### src/rtl/seq_div.sv
`default_nettype none
// ============================================================================
// Module      : seq_div
// Description : Multi-cycle signed divider (restoring shift-subtract, one
//               quotient bit per clock), with divide-by-zero and overflow bypass.
// Revision    : 1.0 - initial release
// ============================================================================
module seq_div #(
    parameter int LEN = 8
) (
    input  logic                  clk,
    input  logic                  reset_n,
    input  logic                  start,
    input  logic signed [LEN-1:0] in1,
    input  logic signed [LEN-1:0] in2,
    output logic signed [LEN-1:0] quotient,
    output logic signed [LEN-1:0] remainder,
    output logic                  overflow,
    output logic                  busy,
    output logic                  done
);

    localparam int CW = $clog2(LEN + 1);

    localparam logic [1:0] c_IDLE = 2'd0;
    localparam logic [1:0] c_CALC = 2'd1;
    localparam logic [1:0] c_DONE = 2'd2;

    localparam logic [LEN-1:0] c_MIN  = {1'b1, {(LEN-1){1'b0}}};
    localparam logic [LEN-1:0] c_MAX  = {1'b0, {(LEN-1){1'b1}}};
    localparam logic [LEN-1:0] c_ONES = {LEN{1'b1}};
    localparam logic [CW-1:0]  c_LAST = CW'(LEN - 1);
    localparam logic [CW-1:0]  c_ONE  = CW'(1);

    logic [1:0]     r_state;
    logic [1:0]     w_state_nxt;
    logic [CW-1:0]  r_count;
    logic [LEN:0]   r_rem;
    logic [LEN-1:0] r_dvd;
    logic [LEN:0]   r_dvs;
    logic           r_neg_q;
    logic           r_neg_r;

    logic           w_accept;
    logic           w_div0;
    logic           w_ovf;
    logic [LEN-1:0] w_a_mag;
    logic [LEN-1:0] w_b_mag;
    logic [LEN:0]   w_shift;
    logic [LEN:0]   w_rem_nxt;
    logic [LEN-1:0] w_dvd_nxt;
    logic [LEN-1:0] w_rem_mag;

    assign w_accept = start && ((r_state == c_IDLE) || (r_state == c_DONE));
    assign w_div0   = (in2 == '0);
    assign w_ovf    = (in1 == c_MIN) && (in2 == c_ONES);

    // Magnitude of the most negative value wraps to itself, which is the
    // correct unsigned magnitude 2^(LEN-1).
    assign w_a_mag  = in1[LEN-1] ? LEN'(-in1) : in1;
    assign w_b_mag  = in2[LEN-1] ? LEN'(-in2) : in2;

    // One restoring step: bring in the next dividend bit, subtract if it fits.
    assign w_shift  = {r_rem[LEN-1:0], r_dvd[LEN-1]};
    always_comb begin
        w_rem_nxt = w_shift;
        w_dvd_nxt = {r_dvd[LEN-2:0], 1'b0};
        if (w_shift >= r_dvs) begin
            w_rem_nxt = w_shift - r_dvs;
            w_dvd_nxt = {r_dvd[LEN-2:0], 1'b1};
        end
    end
    assign w_rem_mag = w_rem_nxt[LEN-1:0];

    // State register
    always_ff @(posedge clk or negedge reset_n) begin
        if (!reset_n) begin
            r_state <= c_IDLE;
        end else begin
            r_state <= w_state_nxt;
        end
    end

    // Next-state logic
    always_comb begin
        w_state_nxt = c_IDLE;
        case (r_state)
            c_IDLE, c_DONE: begin
                if (start) begin
                    w_state_nxt = (w_div0 || w_ovf) ? c_DONE : c_CALC;
                end
            end
            c_CALC: begin
                w_state_nxt = (r_count == c_LAST) ? c_DONE : c_CALC;
            end
            default: w_state_nxt = c_IDLE;
        endcase
    end

    // Status outputs
    always_comb begin
        busy = 1'b0;
        done = 1'b0;
        case (r_state)
            c_CALC:  busy = 1'b1;
            c_DONE:  done = 1'b1;
            default: begin
                busy = 1'b0;
                done = 1'b0;
            end
        endcase
    end

    // Datapath and result registers
    always_ff @(posedge clk or negedge reset_n) begin
        if (!reset_n) begin
            r_count   <= '0;
            r_rem     <= '0;
            r_dvd     <= '0;
            r_dvs     <= '0;
            r_neg_q   <= 1'b0;
            r_neg_r   <= 1'b0;
            quotient  <= '0;
            remainder <= '0;
            overflow  <= 1'b0;
        end else if (w_accept) begin
            if (w_div0) begin
                quotient  <= in1[LEN-1] ? c_MIN : c_MAX;
                remainder <= in1;
                overflow  <= 1'b1;
            end else if (w_ovf) begin
                quotient  <= c_MAX;
                remainder <= '0;
                overflow  <= 1'b1;
            end else begin
                r_count <= '0;
                r_rem   <= '0;
                r_dvd   <= w_a_mag;
                r_dvs   <= {1'b0, w_b_mag};
                r_neg_q <= in1[LEN-1] ^ in2[LEN-1];
                r_neg_r <= in1[LEN-1];
            end
        end else if (r_state == c_CALC) begin
            r_rem   <= w_rem_nxt;
            r_dvd   <= w_dvd_nxt;
            r_count <= r_count + c_ONE;
            if (r_count == c_LAST) begin
                quotient  <= r_neg_q ? LEN'(-w_dvd_nxt) : w_dvd_nxt;
                remainder <= r_neg_r ? LEN'(-w_rem_mag) : w_rem_mag;
                overflow  <= 1'b0;
            end
        end
    end

endmodule
`default_nettype wire

### config.mk
export PLATFORM = sky130hd
export DESIGN_NAME = seq_div
export DESIGN_NICKNAME = d
export VERILOG_FILES = /design/src/rtl/seq_div.sv
export SDC_FILE = /design/constraint.sdc
export NUM_CORES = 1
export LEC_CHECK = 0
export CAP_MARGIN = 20
export CORE_UTILIZATION = 45
export DETAILED_ROUTE_END_ITERATION = 6
export MAX_ROUTING_LAYER = met4
export PLACE_DENSITY = 0.74
export SLEW_MARGIN = 5
export SYNTH_ARGS = -nofsm -noshare
export SYNTH_HDL_FRONTEND = slang
export SYNTH_SLANG_ARGS = --single-unit
### constraint.sdc
create_clock -name clk -period 6.1 [get_ports clk]
set_input_delay 1.22 -clock clk [delete_from_list [all_inputs] [get_ports clk]]
set_output_delay 1.22 -clock clk [all_outputs]
set_load 0.005 [all_outputs]
# Yosys cells after proc, flatten, opt, wreduce, memory -nomap -nowiden
# Index checks and enable logic that the tools add are counted.
[word_totals]
ff_bits = 49
inputBits = 19
output_inout_bits = 19
wordCells = 80
[classes]
n_addsub = 6
order_cmp = 1
eq_ne = 8
muxes = 40
bitwise_logic = 3
n_reduce_logical = 12
[op_table]
columns = ["cell", "count"]
rows = [
  ["two-way mux 8 bit", 24],
  ["negator 8 bit", 4],
  ["equality test 8 bit, second input constant", 2],
  ["two-way mux 4 bit", 4],
  ["greater-or-equal comparator 9 x 8 -> 1 bit", 1],
  ["AND reduction 3 bit", 3],
  ["logical NOT 8 bit", 1],
  ["two-way mux 1 bit", 8],
  ["subtractor 8 bit", 1],
  ["two-way mux 2 bit", 3],
  ["adder 4 x 1 -> 4 bit, second input constant", 1],
  ["equality test 4 x 3 -> 1 bit, second input constant", 1],
  ["!= test 2 bit, second input constant", 2],
  ["case mux 2 bit (2 select lines)", 1],
  ["nonzero test 2 bit", 2],
  ["!= test 3 x 1 -> 1 bit, second input constant", 1],
  ["equality test 2 x 1 -> 1 bit, second input constant", 1],
  ["equality test 2 bit, second input constant", 1],
  ["logical AND 1 bit", 2],
  ["logical NOT 2 bit", 1],
  ["logical OR 1 bit", 2],
  ["inverter 1 bit", 2],
  ["OR reduction 2 bit", 1],
  ["bitwise XOR 1 bit", 1],
]

# Longest topological paths before layout
[logic_depth]
depth_word = 7
depth_mapped = 14
ltp_nobuf = 13

# Worst setup path after synthesis
# No wires, ideal clock.
[synth_timing]
path_kind = "input to register"
startpoint = "input port in2[0]"
endpoint = "register remainder[4]"
setup_time_ns = 0.130
arrival_ns = 2.909
t_required_ns = 5.970
setup_slack_ns = 3.060
cell_stages = 11
n_path_buf = 1
path_cell_list = "inv_1 > ha_1 > nand2b_1 > or4_1 > or3_1 > o21a_1 > nor2_1 > nor2b_1 > buf_2 > a22oi_1 > o21ai_0"
[synth_via]
elab_chain_cells = 4
elab_cells_between_ends = 7
cone_classes = "eq/ne: 2; mux: 2; reduce/logical: 3"
[synth_lines]
columns = ["element", "line", "rtl"]
rows = [
  ["start: declaration", "15", "input logic signed [LEN-1:0] in2,"],
  ["equality test 8 bit", "56", "assign w_ovf = (in1 == c_MIN) && (in2 == c_ONES);"],
  ["logical AND 1 bit", "56", ""],
  ["!= test 3 x 1 -> 1 bit (no source line)", "n/a", ""],
  ["AND reduction 3 bit (no source line)", "n/a", ""],
  ["end signal: assignment", "129", "remainder <= in1;"],
  ["end signal: assignment", "149", "remainder <= r_neg_r ? LEN'(-w_rem_mag) : w_rem_mag;"],
  ["end: declaration", "17", "output logic signed [LEN-1:0] remainder,"],
]
# Several ways; a longest one is shown, not always the timed one.
# A chain may end at the register's enable or synchronous reset.

# Worst setup path in the final report
[layout_timing]
startpoint = "input port in2[0]"
endpoint = "register remainder[0]"
# Same word-level chain as after synthesis.

==> results <==
- The flow ran to the end, and the final reports show no timing, DRC or antenna violations.
- The y dimension of the die is about 86 um.
- The cell with the most instances after synthesis is sky130_fd_sc_hd__nand2_1.
- The total vias in the final route is 2612.
- In the finished design, the share of the clock period the worst path needs comes to between 50% and 60%.
- The amount of wire on met2 after detailed routing is 3370 um.
- Of the cells placed in the final design, the portion with a size suffix greater than 1 is under 10%.
- The clock tree from TritonCTS is built.
- After detailed routing, the number of vias per cell comes to around 5.5.
- The synthesized design contains 49 register bits.
- Setup repair after global routing left no endpoint under its margin.
- Along the worst hold path, the cell count comes to 1.
- Summed over all layers, the routed wires come to 7260 um.
- Entering global routing, the biggest net connects 50 pins.
- The number of warnings printed during yosys synthesis is 0.
- The worst setup path is of the in2reg kind.
- The congestion estimate from routability-driven global placement came to 0.856.
- The hold slack is ~0.46 ns.
- The remaining routing DRC violations is 0.
- The total count of max-transition violations in the final report is 0.
- The setup fix buffers added after clock tree synthesis is 0.
- The area of the core is approximately 0.0068 mm^2.
- The required time of the critical path is 6.31 ns.
- Averaged over all synthesized cells, the footprint is 8.67 um^2.
- The number of detailed-routing iterations run before antenna repair is 4.
- The number of hold-repair buffers added at the cts stage is 0.
- Measured against its own limit, the worst slew margin works out to 44.7%.
- Detailed routing placed a total of about 330 um of wire on met3.
- The number of sinks handled by clock tree synthesis is 49.
- The origin of the critical flop-to-flop path is r_rem[2].
- Max-cap violations in this run came to 0.
- The initial utilization of the core area, before any placement, comes to between 40% and 50%.
- The die outline area is 0.00733 mm^2.
- Once layout is done, the placed cells without fillers occupy between 0.003 and 0.004 mm^2.
- Yosys attributes the largest share of cell area to sky130_fd_sc_hd__dfrtp_1 (39%), sky130_fd_sc_hd__nand2_1 (6.3%), sky130_fd_sc_hd__o21ai_0 (6.2%).
- The leakage power summed over all cells is approximately 1.6 nW.
- The number of cell rows is 30.
- The clock slew seen by the registers of the worst setup and hold paths is ~0.090 ns.
- The number of antenna violations at the first check in global routing is 0.
- Data arrives at the worst endpoint at about 3.8 ns.
- The TritonCTS buffer count is 5.
- The most instantiated flip-flop cell in the synthesis netlist is sky130_fd_sc_hd__dfrtp_1.
- The number of global-route vias before repair came to about 2500.
- The kind of start point of the critical path is a primary input.
- The min-delay analysis places its worst path in the category reg2reg.
- The wire-length estimate of the detail-placed layout is 5400 um.
- In the synthesized netlist, the number of instances is about 360.
- For the final database, setup skew stands at 0.0117 ns.
- In this run the register-to-register setup slack is 2.86 ns.
- The maximum ir drop on the vdd rail is 0.281 mV.
- The netlist uses 52 different library cells.
- The capture point of the worst path is remainder[0].
- After detailed routing, no signal wire sits above met4.
- In the final layout, the multi-input gates occupy 0.00176 mm^2.
- In this run the power density over the cells is 602 mW/mm^2.
- The count of cells along the worst register-to-register path is 11.
- The number of top-level pins is 38.
- The quantity of gates resized following cts is 0.
- The clock passes through at most 2 buffers.
- The total count of hold-check failures in the final report was 0.
- Based on the critical path, the design can be clocked at up to between 200 and 300 MHz.
- CTS placed an instance of sky130_fd_sc_hd__clkbuf_8 at the clock tree root.
- The final setup violation count is 0.
- The synthesized design contains 0 enable-type register cells.
- From synthesis to final layout, the design area changed by 16.5%.
- For the worst-skew pair, the clock arrives at the later sink with an insertion delay of 0.31 ns.
- The number of antenna diodes in the final layout is 0.
- The sum of negative setup slack is 0 ns.
- The count of nets left with antenna violations once routing finished came out at 0.
- The proportion of register bits with asynchronous set or reset after synthesis is 100%.
- The capture instance of the worst register-to-register path is remainder[2].
- The number of I/O port buffers is 37.
- The first global-routing pass estimated 12000 um of wire.
- The DRC violation total after the first TritonRoute iteration is 168.
- The sum of routed wire segments on met1 is 3470 um.
- Summed over all layers, the global routing overflow is 0.
- The smallest clock period supported by the final layout is computed as between 3 and 4 ns.
- Summed over its instances, the top area cell type makes up 39.0% of the synthesized netlist area.
- The mapped netlist covers 0.00315 mm^2.
- At the pin with the least slew margin, the transition time is approximately 0.83 ns.
- STA classifies the critical path endpoint as a flop.
- Measured along the x axis, the die boundary spans around 86 um.
- Summing all placed instances gives a cell area of roughly 0.0035 mm^2.
- The H-tree depth reported by CTS is 2.
- The area taken by flip-flops and latches is 0.00123 mm^2.
- The critical-path maximum fanout is 21.
- In this run the worst setup path begins at in2[0].
- The top cell type by total area after synthesis is sky130_fd_sc_hd__dfrtp_1.
- The net count of the finished layout is 427.
- Global routing consumed, over all layers together, 21.4% of the routing resources.
- The post-synth net total is 397.
- In the final routed layout, each cell accounts on average for 15.4 um.
- By count the netlist is led by sky130_fd_sc_hd__nand2_1 (53), sky130_fd_sc_hd__dfrtp_1 (49), sky130_fd_sc_hd__o21ai_0 (39), sky130_fd_sc_hd__nor2_1 (31).
- The number of fill cells is 628.
- Sequential elements use around two fifths of the synthesized area.
## per-stage QoR
step                      std cells  total power, mW  util [%]  setup slack, ns
after floorplan                 363             1.61         -             3.06
after global placement          464             1.94      52.3             2.09
after detailed placement        464             1.99      52.3             1.99
after CTS                       471             2.20      53.6             2.30
after global routing            473             2.41      54.2             2.30
final                           473             2.21      54.2             2.55
## logic make-up after synthesis
group	share of synthesized area, %
simple gates	18.3
compound gates	19.6
flops	39.0
buf+inv	5.13
xor+xnor	7.52
fa+ha+maj	6.21
mux	4.26
## worst min-delay path by stage
stage,from,end
after floorplan,r_state[1],r_state[0]
after global placement,r_state[1],r_state[0]
after detailed placement,r_state[1],r_state[0]
after CTS,r_state[1],r_state[0]
after global routing,r_state[1],r_state[0]
final,r_state[1],r_state[0]
## report_power, final
part / internal (mW) / switching (mW) / leakage [nW]
logic: 0.617 / 0.774 / 0.921
clock network: 0.0899 / 0.113 / 0.0433
registers: 0.484 / 0.128 / 0.596
total: 1.19 / 1.01 / 1.56
## state kept, by name, summed over array words and instances, names as in the netlist
register	cells
r_count	4
quotient	8
r_neg_q	1
remainder	8
r_state	2
r_neg_r	1
r_dvd	8
overflow	1
r_rem	8
r_dvs	8
## metal layers
layer	track usage, %	up-vias
li1	-	1309
met1	28.5	1247
met2	34.5	49
met3	2.50	7
met4	6.36	0
met5	-	-
## cells in the final DEF (no fill, tap or decap), drive strengths merged, types with 4 or more instances in the layout
cell	count
nand2	53
dfrtp	49
o21ai	42
clkdlybuf4s50	36
nor2	33
a21oi	20
inv	19
xor2	16
ha	14
xnor2	11
mux2i	10
nand2b	9
o22ai	8
nor2b	7
clkbuf	6
a31oi	4
buf	4
## worst max-delay path, stage by stage
cell	delay, ns
sky130_fd_sc_hd__clkdlybuf4s50_1	0.46
sky130_fd_sc_hd__inv_1	0.08
sky130_fd_sc_hd__ha_1	0.15
sky130_fd_sc_hd__nand2b_1	0.06
sky130_fd_sc_hd__or4_1	0.41
sky130_fd_sc_hd__or3_1	0.35
sky130_fd_sc_hd__o21a_1	0.13
sky130_fd_sc_hd__nor2_1	0.15
sky130_fd_sc_hd__nor2b_1	0.07
sky130_fd_sc_hd__buf_4	0.21
sky130_fd_sc_hd__clkinv_1	0.20
sky130_fd_sc_hd__o211ai_1	0.13
sky130_fd_sc_hd__o21a_1	0.13
## layout make-up
cell class / instances / share of cell area, %
Sequential cell: 49 / 33.5
Timing Repair Buffer: 40 / 11.3
Tap cell: 80 / 2.73
Multi-Input combinational cell: 277 / 48.0
Clock inverter: 1 / 0.205
Inverter: 20 / 2.05
Clock buffer: 6 / 2.25
No activity file was read; power rests on OpenSTA's default activity.
